===== config.mk =====
export PLATFORM = sky130hd
export DESIGN_NAME = wb_write_arbiter
export DESIGN_NICKNAME = d
export VERILOG_FILES = /design/src/rtl/wb_write_arbiter.sv
export SDC_FILE = /design/constraint.sdc
export NUM_CORES = 1
export LEC_CHECK = 0
export BUFFER_PORTS_ARGS = -buffer_cell sky130_fd_sc_hd__buf_2
export CAP_MARGIN = 20
export CORE_ASPECT_RATIO = 1.5
export CORE_MARGIN = 2
export CORE_UTILIZATION = 58
export DETAILED_ROUTE_END_ITERATION = 8
export GPL_TIMING_DRIVEN = 0
export PLACE_DENSITY = 0.85
export RECOVER_POWER = 25
export SETUP_SLACK_MARGIN = 0.1
export SYNTH_ARGS = -nofsm -noshare
export SYNTH_HDL_FRONTEND = slang
export SYNTH_SLANG_ARGS = --single-unit

===== constraint.sdc =====
create_clock -name clk_i -period 9.07 [get_ports clk_i]
set_clock_uncertainty 0.15 [all_clocks]
set_input_delay 2.2675 -clock clk_i [delete_from_list [all_inputs] [get_ports clk_i]]
set_output_delay 2.2675 -clock clk_i [all_outputs]
set_load 0.02 [all_outputs]

===== src/rtl/wb_write_arbiter.sv =====
// Write-back arbiter: merges pipeline and multiply/divide results onto one registered
// register-file write port. Optional conflict counter enabled by WB_CONFLICT_CNT_EN.
module wb_write_arbiter #(
    parameter int MD_FIFO_DEPTH = 2,
    parameter int STARVE_LIMIT  = 4
) (
    input  logic                             clk_i,
    input  logic                             rst_ni,
    input  logic                             pipe_valid_i,
    input  logic [4:0]                       pipe_rd_addr_i,
    input  logic [31:0]                      pipe_rd_data_i,
    input  logic                             md_valid_i,
    output logic                             md_ready_o,
    input  logic [4:0]                       md_rd_addr_i,
    input  logic [31:0]                      md_rd_data_i,
    output logic                             rf_write_en_o,
    output logic [4:0]                       rf_rd_addr_o,
    output logic [31:0]                      rf_rd_data_o,
`ifdef WB_CONFLICT_CNT_EN
    output logic [31:0]                      conflict_cnt_o,
`endif
    output logic                             stall_req_o,
    output logic [$clog2(MD_FIFO_DEPTH):0]   md_fifo_count_o
);

    localparam int PTR_W = $clog2(MD_FIFO_DEPTH);
    localparam int CNT_W = PTR_W + 1;
    localparam int ST_W  = $clog2(STARVE_LIMIT + 1);
    localparam logic [CNT_W-1:0] FULL_CNT = CNT_W'(MD_FIFO_DEPTH);
    localparam logic [ST_W-1:0]  ST_MAX   = ST_W'(STARVE_LIMIT);

    logic [36:0]      fifo_mem [MD_FIFO_DEPTH];
    logic [PTR_W-1:0] rd_ptr_q, wr_ptr_q;
    logic [CNT_W-1:0] count_q, count_d;
    logic [ST_W-1:0]  starve_q, starve_d;

    logic        pipe_win, fifo_nonempty, md_xfer, md_nz;
    logic        enq, deq, fall;
    logic        wr_en;
    logic [4:0]  wr_addr;
    logic [31:0] wr_data;

    assign md_ready_o      = (count_q != FULL_CNT);
    assign md_fifo_count_o = count_q;

    always_comb begin
        pipe_win      = pipe_valid_i && (pipe_rd_addr_i != 5'd0);
        fifo_nonempty = (count_q != '0);
        md_xfer       = md_valid_i && md_ready_o;
        md_nz         = md_rd_addr_i != 5'd0;
        deq           = !pipe_win && fifo_nonempty;
        // Bypass only with an empty FIFO so retirement order is kept.
        fall          = !pipe_win && !fifo_nonempty && md_xfer && md_nz;
        enq           = md_xfer && md_nz && !fall;
        count_d       = count_q + CNT_W'(enq) - CNT_W'(deq);

        starve_d = '0;
        if (fifo_nonempty && !deq)
            starve_d = (starve_q >= ST_MAX) ? ST_MAX : starve_q + 1'b1;

        wr_en   = pipe_win || deq || fall;
        wr_addr = md_rd_addr_i;
        wr_data = md_rd_data_i;
        if (pipe_win) begin
            wr_addr = pipe_rd_addr_i;
            wr_data = pipe_rd_data_i;
        end else if (fifo_nonempty) begin
            wr_addr = fifo_mem[rd_ptr_q][36:32];
            wr_data = fifo_mem[rd_ptr_q][31:0];
        end
    end

    // FIFO storage carries data only; occupancy lives in the control registers.
    always_ff @(posedge clk_i) begin
        if (enq)
            fifo_mem[wr_ptr_q] <= {md_rd_addr_i, md_rd_data_i};
    end

    always_ff @(posedge clk_i or negedge rst_ni) begin
        if (!rst_ni) begin
            rd_ptr_q      <= '0;
            wr_ptr_q      <= '0;
            count_q       <= '0;
            starve_q      <= '0;
            stall_req_o   <= 1'b0;
            rf_write_en_o <= 1'b0;
            rf_rd_addr_o  <= 5'd0;
            rf_rd_data_o  <= 32'd0;
        end else begin
            if (enq)
                wr_ptr_q <= wr_ptr_q + 1'b1;
            if (deq)
                rd_ptr_q <= rd_ptr_q + 1'b1;
            count_q       <= count_d;
            starve_q      <= starve_d;
            stall_req_o   <= (starve_d >= ST_MAX) || (count_d == FULL_CNT);
            rf_write_en_o <= wr_en;
            if (wr_en) begin
                rf_rd_addr_o <= wr_addr;
                rf_rd_data_o <= wr_data;
            end
        end
    end

`ifdef WB_CONFLICT_CNT_EN
    always_ff @(posedge clk_i or negedge rst_ni) begin
        if (!rst_ni)
            conflict_cnt_o <= 32'd0;
        else if (pipe_win && fifo_nonempty && (conflict_cnt_o != 32'hFFFF_FFFF))
            conflict_cnt_o <= conflict_cnt_o + 32'd1;
    end
`endif

    always_ff @(posedge clk_i) begin
        if (rst_ni)
            assert (!(rf_write_en_o && (rf_rd_addr_o == 5'd0)));
    end

endmodule


# Word level (Yosys, flattened, before mapping)
# Memories as Yosys holds them, arrays and structs flattened.
# Index checks and enable logic that the tools add are counted.
# totals
regBits	46
ramBits	74
inputBits	78
output_inout_bits	42
wordCells	45
memories	1
# mem_list
name	words	word_bits	read_ports	rd_clocked_by_memory_dff	write_ports	line_no	source
fifo_mem	2	37	1	0	1	32	logic [36:0] fifo_mem [MD_FIFO_DEPTH];
# classes
n_addsub	5
order_cmp	2
n_eq_ne	2
n_mux	8
reduce_logical	19
# op_table
operator	count
2-to-1 mux 32 bit	2
2-to-1 mux 5 bit	2
nonzero test 5 bit	2
logical AND 1 bit	9
greater-or-equal comparator 3 bit, second input constant	2
2-to-1 mux 3 bit	2
logical NOT 1 bit	4
adder 3 x 1 -> 3 bit, second input constant	1
logical OR 1 bit	3
adder 1 bit, second input constant	2
adder 2 x 1 -> 2 bit	1
== test 2 bit, second input constant	1
2-to-1 mux 1 bit	2
inequality test 2 bit, second input constant	1
nonzero test 2 bit	1
subtractor 2 x 1 -> 2 bit	1

# Depth between registers and ports, before layout
# depth
word_depth	12
mapped_depth	10
mapped_depth_nobuf	9

# Worst setup path after synthesis
# No wires, ideal clock.
# synth_path
path_kind	input-to-reg
start	input port pipe_rd_addr_i[3]
end	memory fifo_mem[0][0], enable pin
setup_ps	431
arrival_time_ps	4241
required_time_ps	8489
slack_ps	4248
cell_stages	4
path_buffers	0
cell_sequence	or4_4 -> o21ai_0 -> a21o_1 -> nor2_1
# synth_via
elab_chain_len	10
# synth_lines
element	line_no	source
start, declared	10	input logic [4:0] pipe_rd_addr_i,
nonzero test 5 bit	47	pipe_win = pipe_valid_i && (pipe_rd_addr_i != 5'd0);
logical AND 1 bit	47	
logical NOT 1 bit	53	fall = !pipe_win && !fifo_nonempty && md_xfer && md_nz;
logical AND 1 bit (3 in series)	53	
logical NOT 1 bit	54	enq = md_xfer && md_nz && !fall;
logical AND 1 bit	54	
2-to-1 mux 1 bit	75	if (enq)
2-to-1 mux 1 bit (implied by the code)	76	fifo_mem[wr_ptr_q] <= {md_rd_addr_i, md_rd_data_i};
end, declared	32	
# Every way passes these cells.

# Worst setup path after layout
# layout_path
start	register count_q[1] (netlist: md_fifo_count_o[1])
end	output port md_ready_o
# layout_via
elab_chain_len	1
# layout_lines
element	line_no	source
start, declared	34	logic [CNT_W-1:0] count_q, count_d;
start signal, assigned	94	count_q <= count_d;
inequality test 2 bit	43	assign md_ready_o = (count_q != FULL_CNT);
end, declared	13	output logic md_ready_o,
# Every way passes these cells.

==> impl_metrics.json <==
{
  "row_count": 43,
  "cts_tree": "built",
  "syn-num-nets": 450,
  "cts_num_sinks": 120,
  "period_share_pct": 48.9,
  "cts_resized": 0,
  "grt_pass1_wl_um": 18500,
  "synthesis.area_sq_um": 5390,
  "drcViolationCount": 0,
  "arrival_ns": 2.02,
  "power_density_nw_per_um2": 349,
  "whs_endpoint": "starve_q[0]",
  "cts.clk_slew.worst_paths_ns": 0.05,
  "ys_ff_latch": 120,
  "status": "completed",
  "critPathKind": "reg -> out",
  "drv_cap": 0,
  "cts_buffer_depth": 2,
  "cts_setup_buffers": 0,
  "min_from": "starve_q[2]",
  "synth-seq-area-share_pct": 62.6,
  "numCtsBuffers": 17,
  "synth_edf_count": 74,
  "required_ns": 6.65,
  "hold_violations": 0,
  "worstMarginPinSlew_ns": 0.773,
  "final_max_slew_viol_count": 0,
  "drtIter0Drc": 239,
  "setup_viol": 0,
  "core_sq_um": 9150,
  "yosys-top-cells-area": "edfxtp_1, dfrtp_1, mux2_2, mux2i_1, mux2_4",
  "drive_above_1_share_pct": 39.3,
  "cellLeakagePower_nw": 2.81,
  "grt_pass1_vias": 3847,
  "synthFlopType": "edfxtp_1",
  "multi_input_area_sq_um": 1860,
  "antenna_left": 0,
  "wl_per_cell_um": 19.1,
  "ctsHtreeMaxLevel": 4,
  "hold_buffers": 0,
  "place_hpwl_um": 8310,
  "num_antenna_cells": 0,
  "io_buffer_count": 119,
  "max_freq_mhz": 226,
  "track_usage_pct": 25.1,
  "period_minus_slack_ns": 4.43,
  "cts-root-buf": "clkbuf_16",
  "async_reset_ff_share_pct": 38.3,
  "ff2ff_setup_slack_ns": 6.35,
  "ff2ff_path_depth": 10,
  "nFillCells": 604,
  "synth_cell_type_count": 35,
  "final_util_pct": 74.0,
  "cp_max_fo": 10,
  "rsz0062_at_grt": "no",
  "vdd_ir_drop_max_mv": 0.201,
  "grt_antenna_before_repair": 0,
  "slew_headroom_pct": 48.4,
  "total_power_mw": 2.36,
  "vias_per_cell": 5.72,
  "die_area_sq_um": 10100,
  "grt_max_degree": 47,
  "startpoint_type": "register",
  "r2r-end": "stall_req_o",
  "critPathLaunch": "md_fifo_count_o[1]",
  "die_y_um": 122,
  "whs_path_depth": 1,
  "vias": 3629,
  "drt_pass1_iterations": 7,
  "place_congestion": 0.840,
  "min_path_type": "reg -> reg",
  "yosys.area.top_type_share_pct": 41.2,
  "yosysTopAreaCell": "edfxtp_1",
  "synth.avg_cell_area_sq_um": 14.7,
  "area.growth.synth_to_final_pct": 25.5,
  "yosysWarnings": 0,
  "tns_ns": 0,
  "cp-end-kind": "primary output",
  "grt-ovfl-total": 0,
  "fin_nets": 591,
  "timing.rr.start": "md_fifo_count_o[0]",
  "synth_cells": 368,
  "io_pins": 120,
  "fp.dieW_um": 82.7,
  "drt_wl_total_um": 12100,
  "clk-insertion-delay-late_ns": 0.40,
  "seqCellArea_sq_um": 3370,
  "start_util_pct": 59.0
}
==> report_power, final <==
part	internal (mW)	total (mW)	switching [mW]	leakage, nW
registers	0.755	0.822	0.0669	1.22
clock network	0.443	0.665	0.222	0.293
logic	0.371	0.877	0.506	1.30
==> sequential cells by signal, summed over array words and instances (netlist names) <==
signal,cells
stall_req_o,1
rf_rd_data_o,32
wr_ptr_q,1
rf_write_en_o,1
starve_q,3
fifo_mem,74
rd_ptr_q,1
rf_rd_addr_o,5
md_fifo_count_o,2
==> worst max-delay path: stages, from the launching register on <==
cell      delay (ns)
dfrtp_1         0.35
clkbuf_1        0.46
clkbuf_1        0.50
nand2_1         0.12
buf_2           0.19
==> through the flow <==
| stage | instance area, sq um | instances | setup slack, ns | hold WS [ns] |
|---|---|---|---|---|
| after floorplan | 5390 | 368 | 4.25 | 0.283 |
| after global placement | 6130 | 599 | 3.15 | 0.293 |
| after detailed placement | 6200 | 601 | 4.41 | 0.331 |
| after CTS | 6790 | 633 | 4.64 | 0.338 |
| after global routing | 6770 | 634 | 4.50 | 0.345 |
| final | 6770 | 634 | 4.64 | 0.333 |
==> worst max path at each step <==
stage | to | slack (ns) | cells past startpoint
global route | md_ready_o | 4.50 | 4
detailed placement | stall_req_o | 4.41 | 10
CTS | md_ready_o | 4.64 | 4
floorplan | fifo_mem[0][0] | 4.25 | 4
global placement | fifo_mem[1][10] | 3.15 | 5
finish | md_ready_o | 4.64 | 4
==> cell type report <==
type / instances / share of cell area, %
timing repair buffer: 122 / 9.30
clock inverter: 10 / 1.89
sequential: 120 / 49.8
inverter: 6 / 0.333
multi-input combinational: 217 / 27.5
clock buffer: 22 / 6.86
tap: 112 / 2.07
buffer: 25 / 2.20
==> layout by cell type, fill, tap and decap left out, types with 2 or more instances in the layout <==
cell type | synthesis | final
buf_2 | 5 | 91
edfxtp_1 | 74 | 74
a21o_1 | 2 | 2
inv_1 | 6 | 6
clkbuf_1 | 11 | 47
xnor2_1 | 3 | 3
clkinv_2 | 0 | 6
dfrtp_1 | 46 | 46
nor2_4 | 0 | 2
o21ai_2 | 2 | 2
bufinv_16 | 0 | 3
ha_1 | 4 | 4
buf_1 | 2 | 2
mux2i_1 | 34 | 34
buf_16 | 0 | 2
a211oi_1 | 3 | 3
clkbuf_8 | 0 | 2
nor2b_1 | 4 | 4
nor3_1 | 34 | 34
buf_6 | 6 | 6
mux2_2 | 48 | 48
clkbuf_16 | 0 | 17
mux2_4 | 20 | 20
o31ai_1 | 3 | 3
a21oi_1 | 33 | 33
nor2_1 | 7 | 5
nand3_1 | 2 | 2
nand2_1 | 6 | 6
==> layer usage <==
layer  part of all wire [%]  routed length, um  global-route usage, %
met5                      0                  0                      0
met1                     37               4440                   27.0
met3                    5.5                663                   5.56
met2                     56               6740                   45.8
met4                    2.1                253                   11.3
==> synthesized netlist by cell type (2+ instances only) <==
cell type / number
a21oi_1: 33
mux2i_1: 34
o31ai_1: 3
buf_1: 2
buf_6: 6
a211oi_1: 3
nor2_1: 7
edfxtp_1: 74
a21o_1: 2
nor3_1: 34
ha_1: 4
xnor2_1: 3
buf_2: 5
inv_1: 6
o21ai_2: 2
nand2_1: 6
mux2_2: 48
nand3_1: 2
clkbuf_1: 11
nor2b_1: 4
dfrtp_1: 46
mux2_4: 20
==> cells by family after synthesis <==
logic type,after synthesis,synth area share [%]
flip-flops,120,62.6
multiplexers,102,21.9
AND/OR/NAND/NOR,60,5.73
AO/OA/AOI/OAI,47,5.06
buffers and inverters,31,3.18
XOR/XNOR,4,0.650
adder cells (fa/ha/maj),4,0.928
No activity file was read; power rests on OpenSTA's default activity.
